[config.mk]
export PLATFORM = sky130hd
export DESIGN_NAME = led_stretch
export DESIGN_NICKNAME = d
export VERILOG_FILES = /design/src/rtl/led_stretch.sv
export SDC_FILE = /design/constraint.sdc
export NUM_CORES = 1
export LEC_CHECK = 0
export ABC_AREA = 1
export BUFFER_PORTS_ARGS = -buffer_cell sky130_fd_sc_hd__buf_2
export CAP_MARGIN = 20
export CORE_MARGIN = 10
export CORE_UTILIZATION = 58
export CTS_BUF_LIST = sky130_fd_sc_hd__clkbuf_16
export DETAILED_ROUTE_END_ITERATION = 8
export GPL_ROUTABILITY_DRIVEN = 1
export PLACE_DENSITY = 0.74
export SLEW_MARGIN = 20
export SYNTH_ARGS = -nofsm -noshare
export SYNTH_HDL_FRONTEND = slang
export SYNTH_SLANG_ARGS = --single-unit
[constraint.sdc]
create_clock -name clk -period 3.3 [get_ports clk]
set_input_delay 0 -clock clk [delete_from_list [all_inputs] [get_ports clk]]
set_output_delay 0 -clock clk [all_outputs]
set_load 0.02 [all_outputs]
[src/rtl/led_stretch.sv]
// Per-channel LED pulse stretcher: each event pulse becomes a HOLD-cycle flash
// followed by a GAP-cycle forced off-time, with a one-deep request queue.
module led_stretch #(
  parameter int unsigned N      = 4,
  parameter int unsigned HOLD   = 1000000,
  parameter int unsigned GAP    = 250000,
  parameter int unsigned RETRIG = 0,
  parameter int unsigned CNT_W  = 24
) (
  input  logic         clk,
  input  logic         rst,
  input  logic [N-1:0] pulse,
  output logic [N-1:0] led,
  output logic [N-1:0] busy,
  output logic [N-1:0] dropped
);

  localparam longint unsigned MAX_CNT = (64'd1 << CNT_W) - 64'd1;

  if (HOLD < 1) begin : g_bad_hold
    $error("led_stretch: HOLD must be >= 1");
  end
  if ((longint'(HOLD) - 1 > MAX_CNT) || (longint'(GAP) > MAX_CNT + 1)) begin : g_bad_width
    $error("led_stretch: CNT_W too small for HOLD/GAP");
  end

  localparam logic [CNT_W-1:0] C_HOLD = CNT_W'(HOLD - 1);
  localparam logic [CNT_W-1:0] C_GAP  = (GAP > 0) ? CNT_W'(GAP - 1) : '0;
  localparam bit               RT     = (RETRIG != 0);
  localparam bit               HAS_GAP = (GAP > 0);

  typedef enum logic [1:0] {ST_IDLE, ST_ON, ST_GAP} state_t;

  state_t           r_state     [N];
  logic [CNT_W-1:0] r_cnt       [N];
  logic [N-1:0]     r_pend;

  state_t           w_state_nxt [N];
  logic [CNT_W-1:0] w_cnt_nxt   [N];
  logic [N-1:0]     w_pend_nxt;
  logic [N-1:0]     w_drop_nxt;
  logic [N-1:0]     w_led_nxt;
  logic [N-1:0]     w_busy_nxt;

  always_comb begin
    w_pend_nxt = r_pend;
    w_drop_nxt = '0;
    w_led_nxt  = '0;
    w_busy_nxt = '0;
    for (int unsigned i = 0; i < N; i++) begin
      w_state_nxt[i] = r_state[i];
      w_cnt_nxt[i]   = r_cnt[i];
      case (r_state[i])
        ST_IDLE: begin
          if (pulse[i]) begin
            w_state_nxt[i] = ST_ON;
            w_cnt_nxt[i]   = C_HOLD;
          end
        end
        ST_ON: begin
          // Queue first, so a pulse on the final ON cycle is seen by the end-of-flash decision.
          if (pulse[i] && !RT) begin
            if (r_pend[i]) w_drop_nxt[i] = 1'b1;
            else           w_pend_nxt[i] = 1'b1;
          end
          if (pulse[i] && RT) begin
            w_cnt_nxt[i] = C_HOLD;
          end else if (r_cnt[i] != '0) begin
            w_cnt_nxt[i] = r_cnt[i] - 1'b1;
          end else if (HAS_GAP) begin
            w_state_nxt[i] = ST_GAP;
            w_cnt_nxt[i]   = C_GAP;
          end else if (w_pend_nxt[i]) begin
            w_cnt_nxt[i]  = C_HOLD;
            w_pend_nxt[i] = 1'b0;
          end else begin
            w_state_nxt[i] = ST_IDLE;
          end
        end
        ST_GAP: begin
          if (pulse[i]) begin
            if (r_pend[i]) w_drop_nxt[i] = 1'b1;
            else           w_pend_nxt[i] = 1'b1;
          end
          if (r_cnt[i] != '0) begin
            w_cnt_nxt[i] = r_cnt[i] - 1'b1;
          end else if (w_pend_nxt[i]) begin
            w_state_nxt[i] = ST_ON;
            w_cnt_nxt[i]   = C_HOLD;
            w_pend_nxt[i]  = 1'b0;
          end else begin
            w_state_nxt[i] = ST_IDLE;
          end
        end
        default: begin
          w_state_nxt[i] = ST_IDLE;
          w_cnt_nxt[i]   = '0;
          w_pend_nxt[i]  = 1'b0;
        end
      endcase
      w_led_nxt[i]  = (w_state_nxt[i] == ST_ON);
      w_busy_nxt[i] = (w_state_nxt[i] != ST_IDLE);
    end
  end

  always_ff @(posedge clk or posedge rst) begin
    if (rst) begin
      for (int unsigned i = 0; i < N; i++) begin
        r_state[i] <= ST_IDLE;
        r_cnt[i]   <= '0;
      end
      r_pend  <= '0;
      led     <= '0;
      busy    <= '0;
      dropped <= '0;
    end else begin
      for (int unsigned i = 0; i < N; i++) begin
        r_state[i] <= w_state_nxt[i];
        r_cnt[i]   <= w_cnt_nxt[i];
      end
      r_pend  <= w_pend_nxt;
      led     <= w_led_nxt;
      busy    <= w_busy_nxt;
      dropped <= w_drop_nxt;
    end
  end

endmodule

==> summary.txt, run 1 <==
Floorplanning
  – Initial Util: about 59%
  – I/O pins: 18
  – Rows: 44
  – Die W: roughly 140 µm
  – Core footprint: roughly 0.015 mm²
  – Die area: around 0.020 mm²
  – Chip height: around 140 µm

Setup path
  – CP startpoint kind: register
  – Crit. Startpoint: r_state[6]
  – WP data arrival: 2.78 ns
  – Reg2reg start: r_state[6]
  – CP Max Fanout: 20
  – CP max stage cell: dfrtp_1
  – Slowest stage delay, CP: approximately 0.4 ns
  – Critical Path End Type: register
  – CP Data Required Time: roughly 3.7 ns
  – Crit path cell chain: inv_1, ha_1, clkinv_1, nor2_1, inv_1, nand2_4, inv_2, nand2_1, nand2_1, nor2_1
  – Critical path class: register to register

Timing
  – Worst Tran Pin Value: 0.826 ns
  – Tmin final: 2.42 ns
  – Worst Clk Skew: around 0.0084 ns
  – Setup violators final: 0
  – Hold_ws: about 0.26 ns
  – Setup TNS: 0 ns
  – Tcrit/Tclk final: about three quarters
  – Slew Limit Fails: 0
  – Fmax: 414 MHz
  – RSZ-0062 raised after global routing: false
  – Slew HR: about 45%
  – Final hold vios: 0

Drt
  – DRT iter0 DRCs: between 800 and 900
  – Via density: 5.41
  – First-pass DRT Iterations: 6
  – Final WL: around 22000 µm
  – Detail Route Antenna Nets: 0
  – Via Count: about 8500
  – Residual DRC: 0
  – Avg WL per Cell: ~14 µm

Power
  – Max IR drop VDD: 518 µV
  – P_sw: 0.00214 W
  – Pint: 0.00357 W
  – PwrDens: around 590 mW/mm²
  – Pleak: roughly 5.0 nW
  – Register share of total power: 33.9%
  – Logic gate share of total power: just over 30%
  – Switching Fraction: 37.4%
  – Clock power frac: 35.4%

Yosys
  – Synth top cells by count: 475 x nand2_1, 194 x nor2_1, 156 x nand3_1, 141 x inv_1, 120 x dfrtp_1
  – Yosys cell types: 33
  – Post-Syn Area per Cell: about 6.4 µm²
  – Most instantiated library cell after synthesis: nand2_1
  – Seq cells post-synth: 120
  – Top cells by area, synth: dfrtp_1 35%, nand2_1 21%, nand3_1 9.0%
  – Syn Std Cell Area: just under 0.009 mm²
  – Syn nets: 1378
  – Number of synthesized flops with an enable pin: 0
  – Warnings from Yosys: 0
  – Largest area contributor in the netlist: dfrtp_1
  – Sequential area share after synthesis: ~35%
  – Share of synthesized registers carrying an async set or reset: 100%
  – Syn Inst Count: around 1300
  – Synth Flop Type: dfrtp_1
  – Synth top area share: between 30 and 40%

Placed design
  – IO Port Bufs: 17
  – Detail Placement HPWL: about 16000 µm
  – Routability cong.: ~0.94
  – Post-placement cell area: around 0.0089 mm²
  – Placed Cells: about 1500

CTS
  – Clock sink total: 120
  – CTS root buf: clkbuf_16
  – Cells resized by post-CTS repair: 0
  – CTS Buf Count: 17
  – Worst-skew pair later-pin latency: 0.43 ns
  – H-tree depth: 4
  – Clk pin slew, worst setup/hold paths: 0.06 ns
  – CTS Buffer Depth: 2
  – CTS tree: built

Worst hold path
  – Min-delay worst type: input pin to async pin

Finish
  – Finished Cell Area: between 0.009 and 0.01 mm²
  – Antenna diodes: 0
  – Share of cells above drive strength 1: 7.76%
  – Syn-to-layout area delta: 10.8%
  – Post-Layout Cell Count: between 1500 and 2000
  – Core Util, Final: 65.8%
  – Nets: about 1400

Global route
  – Initial antenna violation count: 0
  – All-Layer GR Usage: a little under a quarter
  – First-pass GRT wire length: around 38000 µm
  – Largest net degree at the start of global routing: 59
  – Grt ovf: 0
  – Via count of the first global-routing pass: 7897

Status
  – Status: complete, no violations

Run
  – Maxcap violations: 0
## layer usage
layer	global-route usage [%]	vias to the layer above	routed length, µm
met4	7.91	0	526
met2	35.0	258	10000
li1	-	4345	-
met3	5.24	47	1230
met5	0	-	0
met1	30.3	3884	10300
## cells in the final DEF, fill, tap and decap left out, types with 2 or more instances in the layout
| master | instances |
|---|---|
| a21oi_1 | 49 |
| buf_2 | 17 |
| buf_4 | 4 |
| bufinv_16 | 5 |
| clkbuf_16 | 17 |
| clkinv_1 | 13 |
| clkinv_2 | 2 |
| clkinv_4 | 3 |
| dfrtp_1 | 120 |
| dlygate4sd3_1 | 5 |
| ha_1 | 24 |
| inv_1 | 141 |
| inv_2 | 4 |
| inv_4 | 4 |
| nand2_1 | 475 |
| nand2_2 | 5 |
| nand2_4 | 5 |
| nand3_1 | 156 |
| nand3_2 | 6 |
| nand3_4 | 4 |
| nand3b_1 | 6 |
| nand4_1 | 26 |
| nor2_1 | 194 |
| nor2_2 | 14 |
| nor2_4 | 9 |
| nor3_1 | 5 |
| o21ai_0 | 42 |
| o21ai_1 | 5 |
| o31ai_1 | 3 |
| or2_2 | 7 |
| xnor2_1 | 6 |
| xor2_1 | 10 |
## per-stage QoR
stage	power, W	setup WS [ns]
2_1_floorplan	0.00326	0.114
3_3_place_gp	0.00364	0.974
3_5_place_dp	0.00367	0.946
4_1_cts	0.00570	0.906
5_1_grt	0.00609	0.622
6_report	0.00571	0.885
## critical path, delay by kind of cell, from the launching register on
kind / cells / cell delay [ns]
adders and majority gates: 1 / 0.36
DFF: 1 / 0.41
buffers and inverters: 4 / 0.77
and+or+nand+nor: 5 / 0.78
## sequential cells by signal, summed over array words and instances (netlist names)
name     flops
led          4
dropped      4
busy         4
r_pend       4
r_cnt       96
r_state      8
## kinds of logic after synthesis
group,count (synthesis),synth area share (%)
adders and majority gates,24,3.47
and+or+nand+nor,915,46.2
buffers and inverters,172,8.06
DFF,120,34.7
xor gates and xnor gates,16,1.62
AOI/OAI and AO/OA,101,5.96
## layout make-up
type	count	area, µm²
inverter	158	603
fill	1338	4990
timing repair buffer	26	165
sequential	120	3000
clock buffer	17	425
clock inverter	15	209
tap	184	230
multi-input combinational	1056	4960
## final timing paths
path	endpoint	slack (ns)	cells after the start
worst max register to register	r_cnt[95]	0.88	10
max in group asynchronous	r_cnt[14]	2.22	4
worst max-delay path	r_cnt[95]	0.88	10
worst min-delay path	r_state[5]	0.26	3
min in group clk	dropped[3]	0.40	4
worst min register to register	r_pend[0]	0.51	2
## repair_timing
item                       in CTS  in global routing
setup endpoints to repair       0                  0
setup buffers                   0                  0
hold buffers                    5                  0
hold endpoints to repair       61                  0
## power groups by stage
stage	registers [W]	logic, W	clock network, W
after floorplan	0.00193	0.00133	0
after global placement	0.00194	0.00170	0
after detailed placement	0.00195	0.00172	0
after CTS	0.00193	0.00174	0.00204
after global routing	0.00197	0.00201	0.00211
final	0.00194	0.00175	0.00202
(Power assumes the default switching activity.)
==> inputs of run 2 (changes only) <==
--- a/config.mk
+++ b/config.mk
@@ -9,11 +9,11 @@
 export BUFFER_PORTS_ARGS = -buffer_cell sky130_fd_sc_hd__buf_2
 export CAP_MARGIN = 20
 export CORE_MARGIN = 10
-export CORE_UTILIZATION = 58
+export CORE_UTILIZATION = 64
 export CTS_BUF_LIST = sky130_fd_sc_hd__clkbuf_16
 export DETAILED_ROUTE_END_ITERATION = 8
 export GPL_ROUTABILITY_DRIVEN = 1
-export PLACE_DENSITY = 0.74
+export PLACE_DENSITY = 0.77
 export SLEW_MARGIN = 20
 export SYNTH_ARGS = -nofsm -noshare
 export SYNTH_HDL_FRONTEND = slang
==> constraint.sdc (replaced) <==
create_clock -name clk -period 2.4 [get_ports clk]
set_input_delay 0 -clock clk [delete_from_list [all_inputs] [get_ports clk]]
set_output_delay 0 -clock clk [all_outputs]
set_load 0.02 [all_outputs]
==> run 2 against run 1 <==
Global-route usage up 2.2 points. Final area increased by 0.47%. Sequential power increased by 37%. Clock power grew 24%. Die area is 8.1% lower. Clock-buffer cell count is the same. Critical endpoint is now r_cnt[11]. Largest cell class unchanged.
==> summary.txt, run 2 (synthesis results as in run 1) <==
Finish
  – Top reg by flops: r_cnt
  – Most frequent cells in the layout: 475 x nand2_1, 194 x nor2_1, 156 x nand3_1, 141 x inv_1, 120 x dfrtp_1
  – Commonest non-fill, non-tap cell in the layout: nand2_1
  – Regs by FF count: r_cnt x96, r_state x8
  – Syn-to-layout area delta: 11.3%
  – Nets: 1422 (+0.92%)
  – Max reg flops: 96 (unchanged)
  – Antenna diodes: 0 (unchanged)
  – Post-Layout Cell Count: 1580 (+0.25%)
  – Share of cells above drive strength 1: 8.40% (+0.65 points)

Run
  – Maxcap violations: 0 (unchanged)

CTS
  – Cells resized by post-CTS repair: 0 (unchanged)
  – Clk pin slew, worst setup/hold paths: 0.05 ns (about the same)
  – # hold bufs at CTS: 5 (unchanged)
  – H-tree depth: 4 (unchanged)
  – CTS tree: built
  – CTS Buffer Depth: 2 (unchanged)
  – Clock sink total: 120 (unchanged)
  – CTS root buf: clkbuf_16
  – CTS Buf Count: 17 (unchanged)
  – Worst-skew pair later-pin latency: 0.43 ns (about the same)
  – Setup bufs post-CTS: 0 (unchanged)

Timing
  – Worst Tran Pin Value: 0.695 ns (-0.131 ns)
  – Slew HR: 53.6% (+8.8 points)
  – Slew Limit Fails: 0 (unchanged)
  – Tcrit/Tclk final: 88.3% (+15 points)
  – Final WS setup: 0.280 ns (-0.604 ns)
  – Setup TNS: 0 ns (unchanged)
  – Final hold vios: 0 (unchanged)
  – Setup violators final: 0 (unchanged)
  – Worst Clk Skew: 0.00711 ns (-0.00129 ns)
  – RSZ-0062 raised after global routing: false
  – Tmin final: 2.12 ns (-0.296 ns)
  – Fmax: 472 MHz (+14%)
  – Hold_ws: 0.242 ns (-0.0179 ns)

Floorplanning
  – Core footprint: 0.0132 mm² (-9.2%)
  – I/O pins: 18 (unchanged)
  – Die area: 0.0186 mm² (-8.1%)
  – Chip height: 136 µm (-4.1%)
  – Die W: 136 µm (-4.1%)
  – Initial Util: 65.4% (+6.0 points)
  – Rows: 42 (-4.5%)

Power
  – Pleak: 5.02 nW (+0.76%)
  – PwrDens: 793 mW/mm² (+33%)
  – Max IR drop VDD: 752 µV (+45%)
  – Tot Pwr: 0.00765 W (+34%)

Drt
  – Final WL: 22000 µm (-0.69%)
  – Via Count: 8711 (+2.1%)
  – Residual DRC: 0 (unchanged)
  – DRT iter0 DRCs: 817 (-3.7%)
  – Detail Route Antenna Nets: 0 (unchanged)
  – Via density: 5.51 (+1.8%)
  – Avg WL per Cell: 13.9 µm (-0.94%)
  – First-pass DRT Iterations: 6 (unchanged)

Setup path
  – CP startpoint kind: register
  – WP data arrival: 2.42 ns (-0.36 ns)
  – CP Max Fanout: 19 (-5.0%)
  – Critical path class: register to register
  – CP Data Required Time: 2.70 ns (-0.96 ns)
  – R2r worst-path depth: 9 (-1)
  – Critical Path End Type: register

Worst hold path
  – Min-delay worst type: input pin to async pin

Global route
  – All-Layer GR Usage: 24.8% (+2.2 points)
  – Initial antenna violation count: 1 (+1)
  – Grt met1 use: 32.7% (+2.5 points)
  – First-pass GRT wire length: 37600 µm (-0.67%)
  – Met2 track demand over resource: 39.2% (+4.2 points)
  – Via count of the first global-routing pass: 7903 (+0.076%)
  – Met3 Usage GRT: 4.76% (-0.48 points)
  – Largest net degree at the start of global routing: 58 (-1.7%)
  – Busiest grt layer: met2
  – Grt ovf: 0 (unchanged)

Status
  – Status: complete, no violations

Placed design
  – Routability cong.: 0.972 (+3.0%)
  – Placed Cells: 1544 (+0.32%)
  – Pre-CTS setup slack: 0.291 ns (-0.655 ns)
  – IO Port Bufs: 17 (unchanged)
  – Detail Placement HPWL: 16000 µm (-0.75%)
## run 2: per-layer routing
metal  up-vias  part of all wire [%]  routed length [µm]
met1      3947                    44                9730
li1       4364                     -                   -
met2       342                    46               10100
met4         2                   2.5                 554
met3        56                   7.2                1580
met5         -                 0.059                  13
## run 2: power breakdown
part / total [W] / internal (W) / leakage (nW) / switching [W]
Sequential: 0.00266 / 0.00234 / 1.37 / 0.000322
Combinational: 0.00249 / 0.000797 / 3.38 / 0.00169
Clock: 0.00250 / 0.00159 / 0.281 / 0.000909
## run 2: worst max-delay path, cell delays in order (launching register included)
cell and delay [ns]:
dfrtp_1 0.40, inv_1 0.13, ha_1 0.31, inv_2 0.14, nor2_1 0.15, clkinv_1 0.28
nand2_4 0.31, inv_4 0.10, nand3_1 0.10, nand2_1 0.08
## run 2: cell type report
cell class	count	area, µm²
Inverter	158	604
Timing Repair Buffer	39	288
Multi-Input combinational cell	1056	4960
Tap cell	176	220
Fill cell	1140	3600
Sequential cell	120	3000
Clock inverter	14	140
Clock buffer	17	425
## run 2: worst paths after layout
path,slack [ns],to,startpoint
worst max register to register,0.28,r_cnt[11],r_state[0]
worst min register to register,0.51,r_pend[1],r_pend[1]
worst max-delay path,0.28,r_cnt[11],r_state[0]
min in group clk,0.38,dropped[3],pulse[3]
worst min-delay path,0.24,busy[2],rst
max in group asynchronous,1.45,r_cnt[11],rst
## run 2: metrics by stage
step | instance area, µm² | utilization (%)
after floorplan | 8670 | -
after global placement | 9030 | 68.2
after detailed placement | 9030 | 68.2
after CTS | 9650 | 72.8
after global routing | 9650 | 72.8
final | 9650 | 72.8
